[src/rtl/clint_responder_pkg.sv]
// Shared definitions for the CLINT responder: register offsets, FSM and
// decode encodings, and the byte-merge helper used for partial writes.
package clint_responder_pkg;

    localparam logic [31:0] MSIP_OFF     = 32'h0000_0000;
    localparam logic [31:0] MTIMECMP_OFF = 32'h0000_4000;
    localparam logic [31:0] MTIME_OFF    = 32'h0000_BFF8;

    // All ones keeps the timer interrupt quiet until software programs it.
    localparam logic [63:0] MTIMECMP_RST = 64'hFFFF_FFFF_FFFF_FFFF;

    typedef enum logic [1:0] {
        ST_IDLE   = 2'd0,
        ST_ACCESS = 2'd1,
        ST_DONE   = 2'd2
    } state_e;

    typedef enum logic [1:0] {
        SEL_NONE     = 2'd0,
        SEL_MSIP     = 2'd1,
        SEL_MTIMECMP = 2'd2,
        SEL_MTIME    = 2'd3
    } sel_e;

    function automatic logic [63:0] merge_bytes(input logic [63:0] old_v,
                                                input logic [63:0] new_v,
                                                input logic [7:0]  be);
        logic [63:0] res;
        res = old_v;
        for (int i = 0; i < 8; i++) begin
            if (be[i]) res[8*i +: 8] = new_v[8*i +: 8];
        end
        return res;
    endfunction

endpackage

[src/rtl/clint_tick_gen.sv]
// Prescaler for mtime: emits a one-cycle tick every TICK_DIV clocks
// (every clock when TICK_DIV is 1).
module clint_tick_gen #(
    parameter int TICK_DIV = 1
) (
    input  logic clk_i,
    input  logic rst_i,
    output logic tick_o
);

    localparam int CNT_W = (TICK_DIV > 1) ? $clog2(TICK_DIV) : 1;
    localparam logic [CNT_W-1:0] CNT_LAST = CNT_W'(TICK_DIV - 1);

    logic [CNT_W-1:0] cnt_q, cnt_d;

    assign tick_o = (cnt_q == CNT_LAST);

    always_comb begin
        cnt_d = tick_o ? '0 : cnt_q + CNT_W'(1);
    end

    // NOTE: clocked state uses non-blocking assignments so every register
    // samples the pre-edge values of its neighbours.
    always_ff @(posedge clk_i) begin
        if (rst_i) cnt_q <= '0;
        else       cnt_q <= cnt_d;
    end

endmodule

[src/rtl/clint_responder.sv]
// CLINT bus responder: holds msip/mtime/mtimecmp behind a three-state
// IDLE/ACCESS/DONE handshake and drives them straight to the core.
module clint_responder
    import clint_responder_pkg::*;
#(
    parameter int DATA_SIZE = 32,
    parameter int TICK_DIV  = 1,
    parameter int ADDR_W    = 16
) (
    input  logic                   CLK_I,
    input  logic                   RST_I,
    input  logic                   rd_en,
    input  logic                   wr_en,
    input  logic [ADDR_W-1:0]      addr,
    input  logic [DATA_SIZE/8-1:0] byte_en,
    input  logic [DATA_SIZE-1:0]   wr_data,
    output logic [DATA_SIZE-1:0]   rd_data,
    output logic                   busy,
    output logic [DATA_SIZE-1:0]   msip,
    output logic [63:0]            mtime,
    output logic [63:0]            mtimecmp
);

    localparam int BE_W = DATA_SIZE / 8;
    localparam logic [31:0] LOW_MASK = 32'(BE_W - 1);

    state_e                state_q, state_d;
    logic [ADDR_W-1:0]     addr_q, addr_d;
    logic [DATA_SIZE-1:0]  wdata_q, wdata_d;
    logic [BE_W-1:0]       be_q, be_d;
    logic                  wr_op_q, wr_op_d;
    logic [DATA_SIZE-1:0]  rd_data_q, rd_data_d;
    logic                  msip_q, msip_d;
    logic [63:0]           mtime_q, mtime_d;
    logic [63:0]           mtimecmp_q, mtimecmp_d;

    logic                  tick;
    sel_e                  sel;
    logic                  hi_half;
    logic [31:0]           word_addr;
    logic [63:0]           wr_data64;
    logic [7:0]            be64;
    logic [63:0]           rd_val;
    logic [DATA_SIZE-1:0]  rd_word;

    clint_tick_gen #(
        .TICK_DIV (TICK_DIV)
    ) u_tick_gen (
        .clk_i  (CLK_I),
        .rst_i  (RST_I),
        .tick_o (tick)
    );

    // Decode the latched offset; sub-word address bits are masked off.
    always_comb begin
        word_addr = 32'(addr_q) & ~LOW_MASK;
        sel       = SEL_NONE;
        hi_half   = 1'b0;
        if (word_addr == MSIP_OFF) begin
            sel = SEL_MSIP;
        end else if (word_addr == MTIMECMP_OFF) begin
            sel = SEL_MTIMECMP;
        end else if (DATA_SIZE == 32 && word_addr == MTIMECMP_OFF + 32'd4) begin
            sel     = SEL_MTIMECMP;
            hi_half = 1'b1;
        end else if (word_addr == MTIME_OFF) begin
            sel = SEL_MTIME;
        end else if (DATA_SIZE == 32 && word_addr == MTIME_OFF + 32'd4) begin
            sel     = SEL_MTIME;
            hi_half = 1'b1;
        end
    end

    always_comb begin
        case (sel)
            SEL_MSIP:     rd_val = {63'd0, msip_q};
            SEL_MTIMECMP: rd_val = mtimecmp_q;
            SEL_MTIME:    rd_val = mtime_q;
            default:      rd_val = 64'd0;
        endcase
    end

    // Steer a bus word onto the matching half of a 64-bit register.
    if (DATA_SIZE == 32) begin : g_half
        assign wr_data64 = hi_half ? {wdata_q, 32'h0} : {32'h0, wdata_q};
        assign be64      = hi_half ? {be_q, 4'h0} : {4'h0, be_q};
        assign rd_word   = hi_half ? rd_val[63:32] : rd_val[31:0];
    end else begin : g_full
        assign wr_data64 = wdata_q;
        assign be64      = be_q;
        assign rd_word   = rd_val;
    end

    // NOTE: every variable driven here gets a default first, so no path can
    // leave one unassigned and infer a latch.
    always_comb begin
        state_d    = state_q;
        addr_d     = addr_q;
        wdata_d    = wdata_q;
        be_d       = be_q;
        wr_op_d    = wr_op_q;
        rd_data_d  = rd_data_q;
        msip_d     = msip_q;
        mtimecmp_d = mtimecmp_q;
        mtime_d    = tick ? mtime_q + 64'd1 : mtime_q;

        case (state_q)
            ST_IDLE: begin
                if (rd_en || wr_en) begin
                    addr_d  = addr;
                    wdata_d = wr_data;
                    be_d    = byte_en;
                    wr_op_d = wr_en;
                    state_d = ST_ACCESS;
                end
            end
            ST_ACCESS: begin
                state_d = ST_DONE;
                if (wr_op_q) begin
                    case (sel)
                        SEL_MSIP: begin
                            if (be64[0]) msip_d = wr_data64[0];
                        end
                        SEL_MTIMECMP: begin
                            mtimecmp_d = merge_bytes(mtimecmp_q, wr_data64, be64);
                        end
                        SEL_MTIME: begin
                            // Bus write beats the tick: merge onto the pre-increment value.
                            if (|be64) mtime_d = merge_bytes(mtime_q, wr_data64, be64);
                        end
                        default: ;
                    endcase
                end else begin
                    rd_data_d = rd_word;
                end
            end
            ST_DONE: begin
                if (!rd_en && !wr_en) state_d = ST_IDLE;
            end
            default: state_d = ST_IDLE;
        endcase
    end

    always_ff @(posedge CLK_I) begin
        if (RST_I) begin
            state_q    <= ST_IDLE;
            addr_q     <= '0;
            wdata_q    <= '0;
            be_q       <= '0;
            wr_op_q    <= 1'b0;
            rd_data_q  <= '0;
            msip_q     <= 1'b0;
            mtime_q    <= 64'd0;
            mtimecmp_q <= MTIMECMP_RST;
        end else begin
            state_q    <= state_d;
            addr_q     <= addr_d;
            wdata_q    <= wdata_d;
            be_q       <= be_d;
            wr_op_q    <= wr_op_d;
            rd_data_q  <= rd_data_d;
            msip_q     <= msip_d;
            mtime_q    <= mtime_d;
            mtimecmp_q <= mtimecmp_d;
        end
    end

    assign busy     = !RST_I && ((state_q == ST_IDLE && (rd_en || wr_en)) ||
                                 state_q == ST_ACCESS);
    assign rd_data  = rd_data_q;
    assign msip     = {{(DATA_SIZE-1){1'b0}}, msip_q};
    assign mtime    = mtime_q;
    assign mtimecmp = mtimecmp_q;

endmodule

[config.mk]
export PLATFORM = sky130hd
export DESIGN_NAME = clint_responder
export DESIGN_NICKNAME = d
export VERILOG_FILES = /design/src/rtl/clint_responder_pkg.sv /design/src/rtl/clint_tick_gen.sv /design/src/rtl/clint_responder.sv
export SDC_FILE = /design/constraint.sdc
export NUM_CORES = 1
export LEC_CHECK = 0
export ABC_CLOCK_PERIOD_IN_PS = 4500
export CORE_MARGIN = 3
export CORE_UTILIZATION = 45
export CTS_CLUSTER_SIZE = 14
export DETAILED_ROUTE_END_ITERATION = 10
export GPL_ROUTABILITY_DRIVEN = 0
export PLACE_DENSITY = 0.73
export SKIP_LAST_GASP = 1
export SLEW_MARGIN = 20
export SYNTH_ARGS = -nofsm -noshare
export SYNTH_HDL_FRONTEND = slang
export SYNTH_SLANG_ARGS = --single-unit
[constraint.sdc]
create_clock -name CLK_I -period 4.5 [get_ports CLK_I]
set_input_delay 0.9 -clock CLK_I [delete_from_list [all_inputs] [get_ports CLK_I]]
set_output_delay 0.9 -clock CLK_I [all_outputs]
set_load 0.05 [all_outputs]
# Yosys cells after proc, flatten, opt, wreduce, memory -nomap -nowiden
# Cells that the tools add are included.
# classes
reduce_logical,24
n_eq_ne,19
n_addsub,2
mux,30
bitwise_logic,2
# op_table
op,count
two-way mux 64 bit,6
one-hot mux 64 bit (3 select lines),1
two-way mux 8 bit,9
"adder 64 x 1 -> 64 bit, second input constant",1
"!= test 5 bit, second input constant",8
AND reduction 4 bit,9
logical NOT 32 bit,1
two-way mux 32 bit,1
"== test 14 x 13 -> 1 bit, second input constant",2
"== test 14 bit, second input constant",2
two-way mux 2 bit,7
OR reduction 8 bit,1
"== test 2 bit, second input constant",3
one-hot mux 2 bit (3 select lines),1
AND reduction 2 bit,3
two-way mux 1 bit,5
"== test 2 x 1 -> 1 bit, second input constant",2
"!= test 2 bit, second input constant",2
logical AND 1 bit,3
logical NOT 1 bit,3
logical NOT 2 bit,1
logical OR 1 bit,2
NOT 1 bit,2
OR reduction 2 bit,1
"adder 1 bit, second input constant",1
# word_totals
ff_bits,217
out_inout_bits,193
in_bits,56
elab_cells,101

# Longest topological paths before layout
# Gate-level depths: netlist of the first run.
# logic_depth
ltp_word,12
ltp_mapped,9
mapped_depth_nobuf,7

# Modules after synthesis
# A second synthesis of the first run with hierarchy kept.
# unflattened
hier_cells,1281
area_unflattened_um2,10387.5
# modules_own_cells
module,instances,cells_each,seq_area_each_um2,area_per_inst_um2
clint_responder,1,1278,4284.1,10359.9
clint_tick_gen,1,3,20.0,27.5

# Least setup slack after synthesis of the first run
# Ideal clock, no wire load.
# synth_path
path_type,input to output
from,in wr_en
to,out busy
slack_ns,1.217
stages,5
path_buffers,2
t_required_ns,3.600
t_arrival_ns,2.383
path_cell_list,nor2_1 > or3_1 > clkbuf_1 > clkbuf_1 > a21oi_1
# synth_via
elab_chain_len,4
# synth_lines
element,line,source
"start, declared",clint_responder.sv:13,"input logic wr_en,"
logical OR 1 bit,clint_responder.sv:168,assign busy = !RST_I && ((state_q == ST_IDLE && (rd_en || wr_en)) ||
logical AND 1 bit,clint_responder.sv:168,
logical OR 1 bit,clint_responder.sv:168,
logical AND 1 bit,clint_responder.sv:168,
"end, declared",clint_responder.sv:18,"output logic busy,"
# No other way between the ends.

# Worst setup path in the final report of the first run
# layout_path
from,reg addr_q[9]
to,reg rd_data_q[22] (netlist: rd_data[22])
# layout_via
elab_chain_len,9
word_cells_on_any_way,20
cone_classes,eq/ne (7); mux (12); reduce/logical (1)
# layout_lines
element,line,source
"start, declared",clint_responder.sv:28,"logic [ADDR_W-1:0] addr_q, addr_d;"
"start signal, assigned",clint_responder.sv:157,addr_q <= addr_d;
== test 14 bit,clint_responder.sv:68,end else if (DATA_SIZE == 32 && word_addr == MTIME_OFF + 32'd4) begin
two-way mux 2 bit,clint_responder.sv:68,
two-way mux 2 bit,clint_responder.sv:66,end else if (word_addr == MTIME_OFF) begin
two-way mux 2 bit,clint_responder.sv:63,end else if (DATA_SIZE == 32 && word_addr == MTIMECMP_OFF + 32'd4) begin
two-way mux 2 bit,clint_responder.sv:61,end else if (word_addr == MTIMECMP_OFF) begin
two-way mux 2 bit,clint_responder.sv:59,if (word_addr == MSIP_OFF) begin
== test 2 bit or == test 2 x 1 -> 1 bit (tied branches),clint_responder.sv:75,case (sel)
one-hot mux 64 bit (3 select lines),clint_responder.sv:75,
two-way mux 32 bit *,clint_responder.sv:87,assign rd_word = hi_half ? rd_val[63:32] : rd_val[31:0];
"end signal, assigned",clint_responder.sv:161,rd_data_q <= rd_data_d;
"end, declared",clint_responder.sv:32,"logic [DATA_SIZE-1:0] rd_data_q, rd_data_d;"
# Every way passes the cells marked *; elsewhere a longest branch is shown, timed or not.
# A chain may end at the register's enable or synchronous reset.

==> insert_results.sql, run 1 <==
INSERT INTO impl_metrics (metric_group, metric, value, unit) VALUES
('detailed_routing', 'overall_routed_net_length', '38300', 'um'),
('detailed_routing', 'route.vias.total', '10800', ''),
('sta', 'finalSetupViolCount', '0', ''),
('cts', 'clock-sinks', '215', ''),
('logic_synthesis', 'post-synth-top-area-cell', 'dfxtp_1', ''),
('placed_design', 'dpl.hpwl', '26900', 'um'),
('power', 'power.density_cell_area', '327', 'mW/mm2'),
('logic_synthesis', 'combinational_family_with_the_most_area_after_synthesis', 'compound AO/OA/AOI/OAI gates', ''),
('critical_path', 'critical_path_class', 'flop to flop', ''),
('logic_synthesis', 'ys_top_cells_by_count', 'dfxtp_1, nand2_1, a21oi_1, nor2b_1, clkbuf_1', ''),
('logic_synthesis', 'yosysSeqAreaShare', '40.4', '%'),
('global_routing', 'grt_start_max_net_pins', '67', ''),
('layout', 'finalInstanceArea', '0.0136', 'mm2'),
('die', 'pin_count', '249', ''),
('detailed_routing', 'drt_pre_antenna_iters', '6', ''),
('hold_path', 'hold_sp', 'rd_data[12]', ''),
('global_routing', 'initial_antenna_violation_count', '1', ''),
('die', 'die_area', '0.0255', 'mm2'),
('logic_synthesis', 'synth_top_flop_cell', 'dfxtp_1', ''),
('layout', 'final_nets', '1479', ''),
('critical_path', 'worst_r2r_path_depth', '7', ''),
('logic_synthesis', 'multiplexer_fraction_of_the_synthesized_cell_area', '0.717', '%'),
('critical_path', 'worst_r2r_startpoint', 'addr_q[9]', ''),
('power', 'p_leak', '4.56', 'nW'),
('power', 'vdd_drop_max', '0.199', 'mV'),
('critical_path', 'cp-start-kind', 'flop', ''),
('detailed_routing', 'drt-vias-per-instance', '6.17', ''),
('logic_synthesis', 'share_of_synthesized_cell_area_in_full_adder_half_adder_and_majority_cells', '0.118', '%'),
('global_routing', 'first_global_vias', '9914', ''),
('cts', 'worstSkewPairLatency', '0.52', 'ns'),
('critical_path', 'worstPathMaxFanout', '51', ''),
('logic_synthesis', 'synth_compound_gate_area_share', '26.3', '%'),
('logic_synthesis', 'synth.area.top_cells', 'dfxtp_1, nand2_1, a21oi_1, a211o_1, nor2b_1', ''),
('logic_synthesis', 'synth_edf_count', '0', ''),
('sta', 'finalWorstPathRequiredPeriod', '3.27', 'ns'),
('sta', 'skew', '0.0175', 'ns'),
('sta', 'final-max-slew-violation-count', '0', ''),
('layout', 'register_area', '0.00430', 'mm2'),
('hold_path', 'whs_endpoint', 'rd_data[12]', ''),
('cts', 'cts.repair.resized', '0', ''),
('logic_synthesis', 'synth_largest_type_area_fraction', '40.4', '%'),
('die', 'floorplan.initialDensity', '46.5', '%'),
('logic_synthesis', 'yosys.area_share.xor_xnor', '0.740', '%'),
('cts', 'ctsHoldBuffers', '0', ''),
('sta', 'fin_crit_sh', '72.7', '%'),
('hold_path', 'worstHoldPathCells', '2', ''),
('detailed_routing', 'ant_nets', '0', ''),
('die', 'design.core.area', '0.0229', 'mm2'),
('power', 'report.power.total', '0.00446', 'W'),
('cts', 'tritoncts', 'built', ''),
('logic_synthesis', 'synth.most_common_cell', 'dfxtp_1', ''),
('layout', 'layout-area-overhead-vs-synth', '27.9', '%'),
('cts', 'cts_setup_buffers', '0', ''),
('sta', 'tightestPinTransition', '1.06', 'ns'),
('global_routing', 'gr-total-overflow', '0', ''),
('layout', 'drive_above_1_share', '7.57', '%'),
('critical_path', 'r2r_setup_slack', '1.23', 'ns'),
('sta', 'max-slew-margin-rel', '29.0', '%'),
('cts', 'cts-htree-levels', '1', ''),
('global_routing', 'grt_pass1_wl', '58100', 'um'),
('sta', 'final_hold_viol_count', '0', ''),
('die', 'fp.dieH', '160', 'um'),
('logic_synthesis', 'flip_flop_and_latch_count_after_synthesis', '215', ''),
('run_status', 'outcome', 'complete, no violations', ''),
('layout', 'fillerInstances', '2076', ''),
('critical_path', 'r2r_end', 'rd_data[22]', ''),
('cts', 'clock_tree.buffer_depth', '3', ''),
('detailed_routing', 'post-route-drc-count', '0', ''),
('logic_synthesis', 'async_reset_ff_share', '0', '%'),
('critical_path', 'critPathCaptureType', 'flop', ''),
('detailed_routing', 'number_of_drc_markers_after_the_initial_detailed_route_iteration', '1142', '');
## per-layer routing
layer | GRT usage [%] | up-vias | routed length (um)
met5 | 0 | - | 8
met4 | 7.34 | 2 | 961
met3 | 7.70 | 90 | 4610
met2 | 44.1 | 668 | 16900
met1 | 38.6 | 5077 | 15800
li1 | - | 4981 | -
## placed cells by master, fill, tap and decap left out, types with 6 or more instances in the layout
| master | count |
|---|---|
| a211o_1 | 64 |
| a211oi_1 | 13 |
| a21oi_1 | 121 |
| a221oi_1 | 42 |
| a22o_1 | 24 |
| a22oi_1 | 25 |
| a31oi_1 | 26 |
| a32oi_1 | 6 |
| and3_1 | 17 |
| buf_4 | 20 |
| clkbuf_16 | 25 |
| clkbuf_8 | 6 |
| clkdlybuf4s50_1 | 213 |
| clkinv_2 | 7 |
| conb_1 | 32 |
| dfxtp_1 | 215 |
| nand2_1 | 169 |
| nand3_1 | 45 |
| nand4_1 | 36 |
| nor2_1 | 45 |
| nor2_2 | 6 |
| nor2b_1 | 68 |
| nor3_1 | 19 |
| nor4_1 | 14 |
| o211ai_1 | 14 |
| o21ai_0 | 27 |
| o31ai_1 | 9 |
| or2_2 | 6 |
| or3_1 | 16 |
## final cells by class
cell class	count	area share, %
inverter	5	0.138
clock inverter	10	0.753
sequential	215	31.6
tap	313	2.87
timing repair buffer	233	16.8
clock buffer	33	5.25
multi-input combinational	943	42.6
## critical path: stages (launching register included)
cell,delay [ns]
dfxtp_1,0.32
nor4_1,0.36
and4_2,0.59
buf_4,0.59
nor2_1,0.09
nor2_1,0.81
a221oi_1,0.12
o31ai_1,0.30
## worst max-delay path by stage
stage,start,endpoint,slack [ns],cells past startpoint
6_report,addr_q[9],rd_data[22],1.23,7
5_1_grt,addr_q[9],rd_data[22],0.97,7
4_1_cts,addr_q[9],rd_data[22],1.23,7
3_5_place_dp,addr_q[9],rd_data[22],1.28,7
3_3_place_gp,addr_q[9],rd_data[22],1.35,7
2_1_floorplan,wr_en,busy,1.22,5
## power by group
part | switching (W) | total (W) | leakage [nW] | internal [W]
Clock | 0.000787 | 0.00201 | 0.409 | 0.00122
Combinational | 0.000267 | 0.000394 | 2.40 | 0.000127
Sequential | 0.0000989 | 0.00205 | 1.75 | 0.00195
## per-stage QoR
step	hold WS, ns	worst slack [ns]
2_1_floorplan	0.449	1.22
3_3_place_gp	0.439	1.35
6_report	0.455	1.23
5_1_grt	0.487	0.973
3_5_place_dp	0.442	1.28
4_1_cts	0.456	1.23
## logic make-up after synthesis
kind of cell             count (synthesis)
buffers and inverters                  136
XOR/XNOR                                 9
flip-flops                             215
adder cells (fa/ha/maj)                  1
multiplexers                             7
AO/OA/AOI/OAI                          400
other                                    1
AND/OR/NAND/NOR                        494
## registers in the layout, summed over array words and instances, names as in the netlist
register and cells:
be_q 4, mtimecmp 64, mtime 64, rd_data 32, wr_op_q 1, state_q 2, addr_q 14, msip_q 1
wdata_q 32, u_tick_gen.cnt_q 1
Note: power is estimated with default switching activity, not from simulation.
==> run 2: changes to the inputs <==
- ABC_CLOCK_PERIOD_IN_PS: 4500 -> 2750
- PLACE_DENSITY: 0.73 -> 0.76
- clock period: 4.5 -> 2.75 ns (I/O delays scaled with it)
==> run 2 against run 1 <==
Critical path depth is 5 lower; wire length is 3.2% higher; via count is 4.6% higher; clock power is 50% higher; non-clock buffer count is 77 higher; first-iteration DRC count is 33% higher; clock-buffer cell count is 4 higher; die area stayed put; worst hold slack worse by 0.0036 ns; core utilization is 2.2 points higher; largest power group unchanged; highest routed layer is now met4.
==> insert_results.sql, run 2 (synthesis gave the netlist of run 1 again) <==
INSERT INTO impl_metrics (metric_group, metric, value, unit) VALUES
('layout', 'mostFrequentLayoutCell', 'dfxtp_1', ''),
('global_routing', 'initial_antenna_violation_count', '0', ''),
('cts', 'ctsHoldBuffers', '0', ''),
('detailed_routing', 'route.vias.total', '11300', ''),
('critical_path', 'r2r_setup_slack', '0.11', 'ns'),
('sta', 'finalWorstPathRequiredPeriod', '2.65', 'ns'),
('detailed_routing', 'number_of_drc_markers_after_the_initial_detailed_route_iteration', '1522', ''),
('die', 'chipWidth', '160', 'um'),
('sta', 'final_hold_viol_count', '0', ''),
('sta', 'finalWorstSetupSlack', '0.102', 'ns'),
('sta', 'timing.fmax', '378', 'MHz'),
('critical_path', 'critPathCaptureType', 'output port', ''),
('sta', 'fin_hold_ws', '0.451', 'ns'),
('detailed_routing', 'overall_routed_net_length', '39600', 'um'),
('detailed_routing', 'avgRoutedWirePerCell', '21.7', 'um'),
('placed_design', 'detailedPlace.worstSlack', '0.209', 'ns'),
('power', 'report.power.total', '0.00705', 'W'),
('cts', 'cts-htree-levels', '1', ''),
('power', 'power.density_cell_area', '498', 'mW/mm2'),
('sta', 'max-slew-margin-rel', '53.6', '%'),
('hold_path', 'hp-class', 'flop to flop', ''),
('critical_path', 'critPathMaxStageDelay', '0.84', 'ns'),
('global_routing', 'grt_pass1_wl', '60300', 'um'),
('critical_path', 'cpLargestDelayFamily', 'buffers and inverters', ''),
('power', 'p_leak', '4.93', 'nW'),
('global_routing', 'gr-total-overflow', '0', ''),
('job', 'cap_viol_max_count', '0', ''),
('detailed_routing', 'drt_pre_antenna_iters', '6', ''),
('critical_path', 'worstPathMaxFanout', '6', ''),
('critical_path', 'timing.critical_path.cells', 'buf_4 > clkdlybuf4s50_1', ''),
('global_routing', 'grt_start_max_net_pins', '58', ''),
('detailed_routing', 'post-route-drc-count', '0', ''),
('cts', 'tritoncts', 'built', ''),
('placed_design', 'port-buffer-count', '215', ''),
('die', 'design.core.area', '0.0229', 'mm2'),
('cts', 'clock-sinks', '215', ''),
('run_status', 'outcome', 'complete, no violations', ''),
('cts', 'clock_tree.buffer_depth', '3', ''),
('global_routing', 'first_global_vias', '10400', ''),
('die', 'die_area', '0.0255', 'mm2'),
('cts', 'tritoncts.num_buffers', '23', ''),
('layout', 'most-common-layout-cells', 'dfxtp_1, clkdlybuf4s50_1, nand2_1, a21oi_1, buf_4', ''),
('layout', 'finalInstanceArea', '0.0141', 'mm2'),
('placed_design', 'placement.cell_area', '0.0134', 'mm2'),
('die', 'floorplan.initialDensity', '46.5', '%'),
('die', 'rows', '55', ''),
('critical_path', 'arrival', '2.10', 'ns'),
('detailed_routing', 'drt-vias-per-instance', '6.19', ''),
('sta', 'rsz0062_at_grt', 'true', ''),
('layout', 'drive_above_1_share', '11.7', '%'),
('critical_path', 'data_required_time_at_the_worst_endpoint', '2.20', 'ns'),
('placed_design', 'dpl.hpwl', '28600', 'um'),
('sta', 'finalSetupViolCount', '0', ''),
('die', 'fp.dieH', '160', 'um'),
('cts', 'clock_tree.root_cell', 'clkbuf_16', ''),
('critical_path', 'cp-start-kind', 'flop', ''),
('sta', 'final-max-slew-violation-count', '0', ''),
('critical_path', 'critical-path-slowest-cell', 'clkdlybuf4s50_1', ''),
('detailed_routing', 'ant_nets', '0', ''),
('layout', 'final_nets', '1555', ''),
('critical_path', 'worst-path-buf-inv', '2', ''),
('sta', 'tightestPinTransition', '0.691', 'ns'),
('critical_path', 'critical_path_class', 'flop to output port', ''),
('die', 'pin_count', '249', ''),
('sta', 'skew', '0.0110', 'ns'),
('layout', 'layout-area-overhead-vs-synth', '32.8', '%'),
('power', 'vdd_drop_max', '0.306', 'mV'),
('global_routing', 'overall_global_routing_usage', '29.1', '%'),
('layout', 'n_antenna_cell', '0', ''),
('cts', 'clk_pin_slew', '0.06', 'ns'),
('sta', 'fin_crit_sh', '96.3', '%'),
('sta', 'final.setup.tns', '0', 'ns'),
('cts', 'worstSkewPairLatency', '0.50', 'ns');
-- run 2: changes by cell type in the layout (fill, tap and decap cells not counted) --
| cell | before | now |
|---|---|---|
| clkbuf_16 | 25 | 23 |
| nor2_1 | 45 | 49 |
| buf_12 | 0 | 2 |
| clkbuf_1 | 2 | 5 |
| buf_4 | 20 | 95 |
| bufinv_16 | 2 | 0 |
| clkbuf_8 | 6 | 9 |
| clkinv_4 | 0 | 1 |
| clkinvlp_4 | 1 | 0 |
| or4_4 | 1 | 2 |
| or4_1 | 3 | 2 |
| clkinv_2 | 7 | 2 |
| nor2_2 | 6 | 2 |
-- run 2: repair_timing --
action,CTS,global route
buffers inserted,0,2
setup endpoints to repair,0,6
gates resized for setup,0,1
-- run 2: path summary, 6_finish.rpt --
kind / from / endpoint / cells after the start
worst max-delay path: mtime[29] / mtime[29] / 2
worst min-delay path: rd_data[11] / rd_data[11] / 2
worst max register to register: mtime[0] / mtime[34] / 7
worst min register to register: rd_data[11] / rd_data[11] / 2
-- run 2: layout make-up --
| type | count | area (um2) |
|---|---|---|
| multi-input combinational | 943 | 5800 |
| inverter | 5 | 18.8 |
| clock buffer | 37 | 718 |
| sequential | 215 | 4300 |
| tap | 313 | 392 |
| timing repair buffer | 310 | 2890 |
| clock inverter | 3 | 18.8 |
| fill | 2005 | 8780 |
-- run 2: worst reg2reg max path, stage by stage, from the launching register on --
cell      delay (ns)
dfxtp_1         0.47
ha_1            0.31
nand4b_1        0.25
or2_2           0.47
nor4_4          0.44
nand2_1         0.14
or3_1           0.33
a31oi_1         0.16
-- run 2: routing by layer --
metal  global-route usage [%]  part of all wire (%)  vias up
met1                     39.5                    40     5312
met5                        0                     0        -
met3                     7.89                    12      136
met2                     45.2                    44      735
met4                     9.43                   3.6        0
li1                         -                     -     5128
-- run 2: stage by stage --
| step | instances | util, % |
|---|---|---|
| after floorplan | 1294 | - |
| after global placement | 1784 | 58.4 |
| after detailed placement | 1784 | 58.4 |
| after CTS | 1824 | 61.6 |
| after global routing | 1826 | 61.7 |
| final | 1826 | 61.7 |
-- run 2: report_power, final --
group	switching [W]	internal (W)	leakage (nW)
Clock	0.00124	0.00178	0.366
Combinational	0.000462	0.000218	2.82
Sequential	0.000151	0.00320	1.75
==> run 3: changes to the inputs <==
- CAP_MARGIN: not set -> 5
==> results of run 3 <==
Final layout, timing and power as in run 2 (identical DEF).
==> RTL edit (settings of run 1) <==
Re-encode `state_e` (3 states) as one-hot, 3 bits wide.
--- a/src/rtl/clint_responder_pkg.sv
+++ b/src/rtl/clint_responder_pkg.sv
@@ -11,6 +11,6 @@
 
-    typedef enum logic [1:0] {
-        ST_IDLE   = 2'd0,
-        ST_ACCESS = 2'd1,
-        ST_DONE   = 2'd2
+    typedef enum logic [2:0] {
+        ST_IDLE   = 3'b001,
+        ST_ACCESS = 3'b010,
+        ST_DONE   = 3'b100
     } state_e;
Function: same outputs for any inputs over 4 cycles, from zero or initial values and one cycle with RST_I high; so few cycles prove little.
==> RTL edit against run 1 <==
  * Sequential cell count grew 1
  * Synthesized area grew 0.31%
  * Setup slack lost 140 ps
  * Total power grew 5.8%
  * Count of clock-buffer cells in the layout shrank 1
  * Cell area grew 0.83%
  * Sequential power grew 2%
  * Wire length shrank 6.7%
==> RTL edit: results (changes against run 1) <==
INFO  metric sh_seq_area = 0.315 (-0.000860)
INFO  metric global_routing_usage_on_met1 = 0.346 (-0.0400)
INFO  metric synth.area.mux_share = 0.0950 (+0.0878)
INFO  metric drive_gt1_frac = 0.0582 (-0.0176)
INFO  metric worst_slew_pin_slew = 1050 ps (-12.3 ps)
INFO  metric nonClockBufferCount = 232 (-0.43%)
INFO  metric critical_path_peak_fanout = 4 (-92%)
INFO  metric ys_top_cells_by_count = 244 x sky130_fd_sc_hd__nand2_1, 216 x sky130_fd_sc_hd__dfxtp_1, 109 x sky130_fd_sc_hd__nand3_1
INFO  metric regToRegEndpoint = mtime[61]
INFO  metric run_status = complete, no violations
INFO  metric inv_count = 9 (+4)
INFO  metric p_int = 3.45 mW (+4.5%)
INFO  metric grt_max_degree = 84 (+25%)
INFO  metric yosys-top-cells-area = sky130_fd_sc_hd__dfxtp_1 40%, sky130_fd_sc_hd__mux2i_1 9.2%, sky130_fd_sc_hd__nand2_1 8.6%
INFO  metric finClkSkew = 17.3 ps (-0.208 ps)
INFO  metric min-delay-start = addr_q[11]
INFO  metric grt_pass1_wl = 56800 um (-2.3%)
INFO  metric crit_arrival = 2510 ps (-1190 ps)
INFO  metric area_of_the_multi_input_gates = 5870 um^2 (+1.1%)
INFO  metric groute.layer.met2.usage = 0.447 (+0.00548)
INFO  metric comb_power_share = 0.114 (+0.026)
INFO  metric detailed_route_iter0_violations = 1029 (-9.9%)
INFO  metric fin_nets = 1536 (+3.9%)
INFO  metric worst_r2r_src = addr_q[4]
INFO  metric total_leakage_power = 5.01 nW (+9.8%)
INFO  metric regToRegSetupSlack = 1660 ps (+430 ps)
INFO  metric antenna_found_initial = 0 (-1)
INFO  metric cp-startpoint = wr_en
INFO  metric fin_total_pwr = 4.72 mW (+5.8%)
INFO  metric layout.comb_gates.multi_input = 996 (+5.6%)
INFO  metric nonClkBufAreaFrac = 0.166 (-0.00174)
INFO  metric vias_in_the_first_global_route = 10300 (+4.3%)
INFO  metric n_clock_buffer = 32 (-3.0%)
INFO  metric irDropWorstVdd = 0.275 mV (+38%)
INFO  metric layout_fillers = 2102 (+1.3%)
INFO  metric timing.reg2reg.worst_path_depth = 6 (-1)
INFO  metric synthAdderAreaFrac = 0.00117 (-0.00000358)
INFO  metric critPathTopFamily = buffers and inverters
INFO  metric critPathCapture = busy
INFO  metric first_pass_iters = 5 (-1)
INFO  metric n_sequential_cell = 216 (+0.47%)
INFO  metric overall_track_demand_over_capacity_in_global_routing = 0.267 (-0.0146)
INFO  metric synth.yosys.seq_area_share = 0.405 (+0.000643)
INFO  metric clock_area_frac = 0.0608 (+0.000692)
INFO  metric post_synth_xor_area_fraction = 0.00984 (+0.00244)
INFO  metric synth_area_per_cell = 8.17 um^2 (-3.1%)
==> RTL edit: cell types whose count changed after synthesis, sizes merged, moves of 20 or more <==
cell / delta
nor2b: -62
a22o: -23
nor2: +23
nand3: +66
mux2i: +96
nand2: +77
a22oi: -20
a221oi: -39
a211o: -64
o221ai: +32
o21ai: +20
a21oi: -35
==> RTL edit: metal layers <==
layer | up-vias | wire, um | share of wire
met5 | - | 0 | 0
met2 | 509 | 16800 | 0.47
li1 | 5040 | - | -
met3 | 82 | 3150 | 0.088
met4 | 0 | 944 | 0.026
met1 | 5111 | 14800 | 0.41
==> RTL edit: through the flow <==
| step | instance area, um^2 | hold slack, ps | setup slack (ps) |
|---|---|---|---|
| after floorplan | 10800 | 443 | 1370 |
| after global placement | 12900 | 461 | 1080 |
| after detailed placement | 12900 | 469 | 1090 |
| after CTS | 13700 | 477 | 1070 |
| after global routing | 13700 | 499 | 964 |
| final | 13700 | 479 | 1090 |
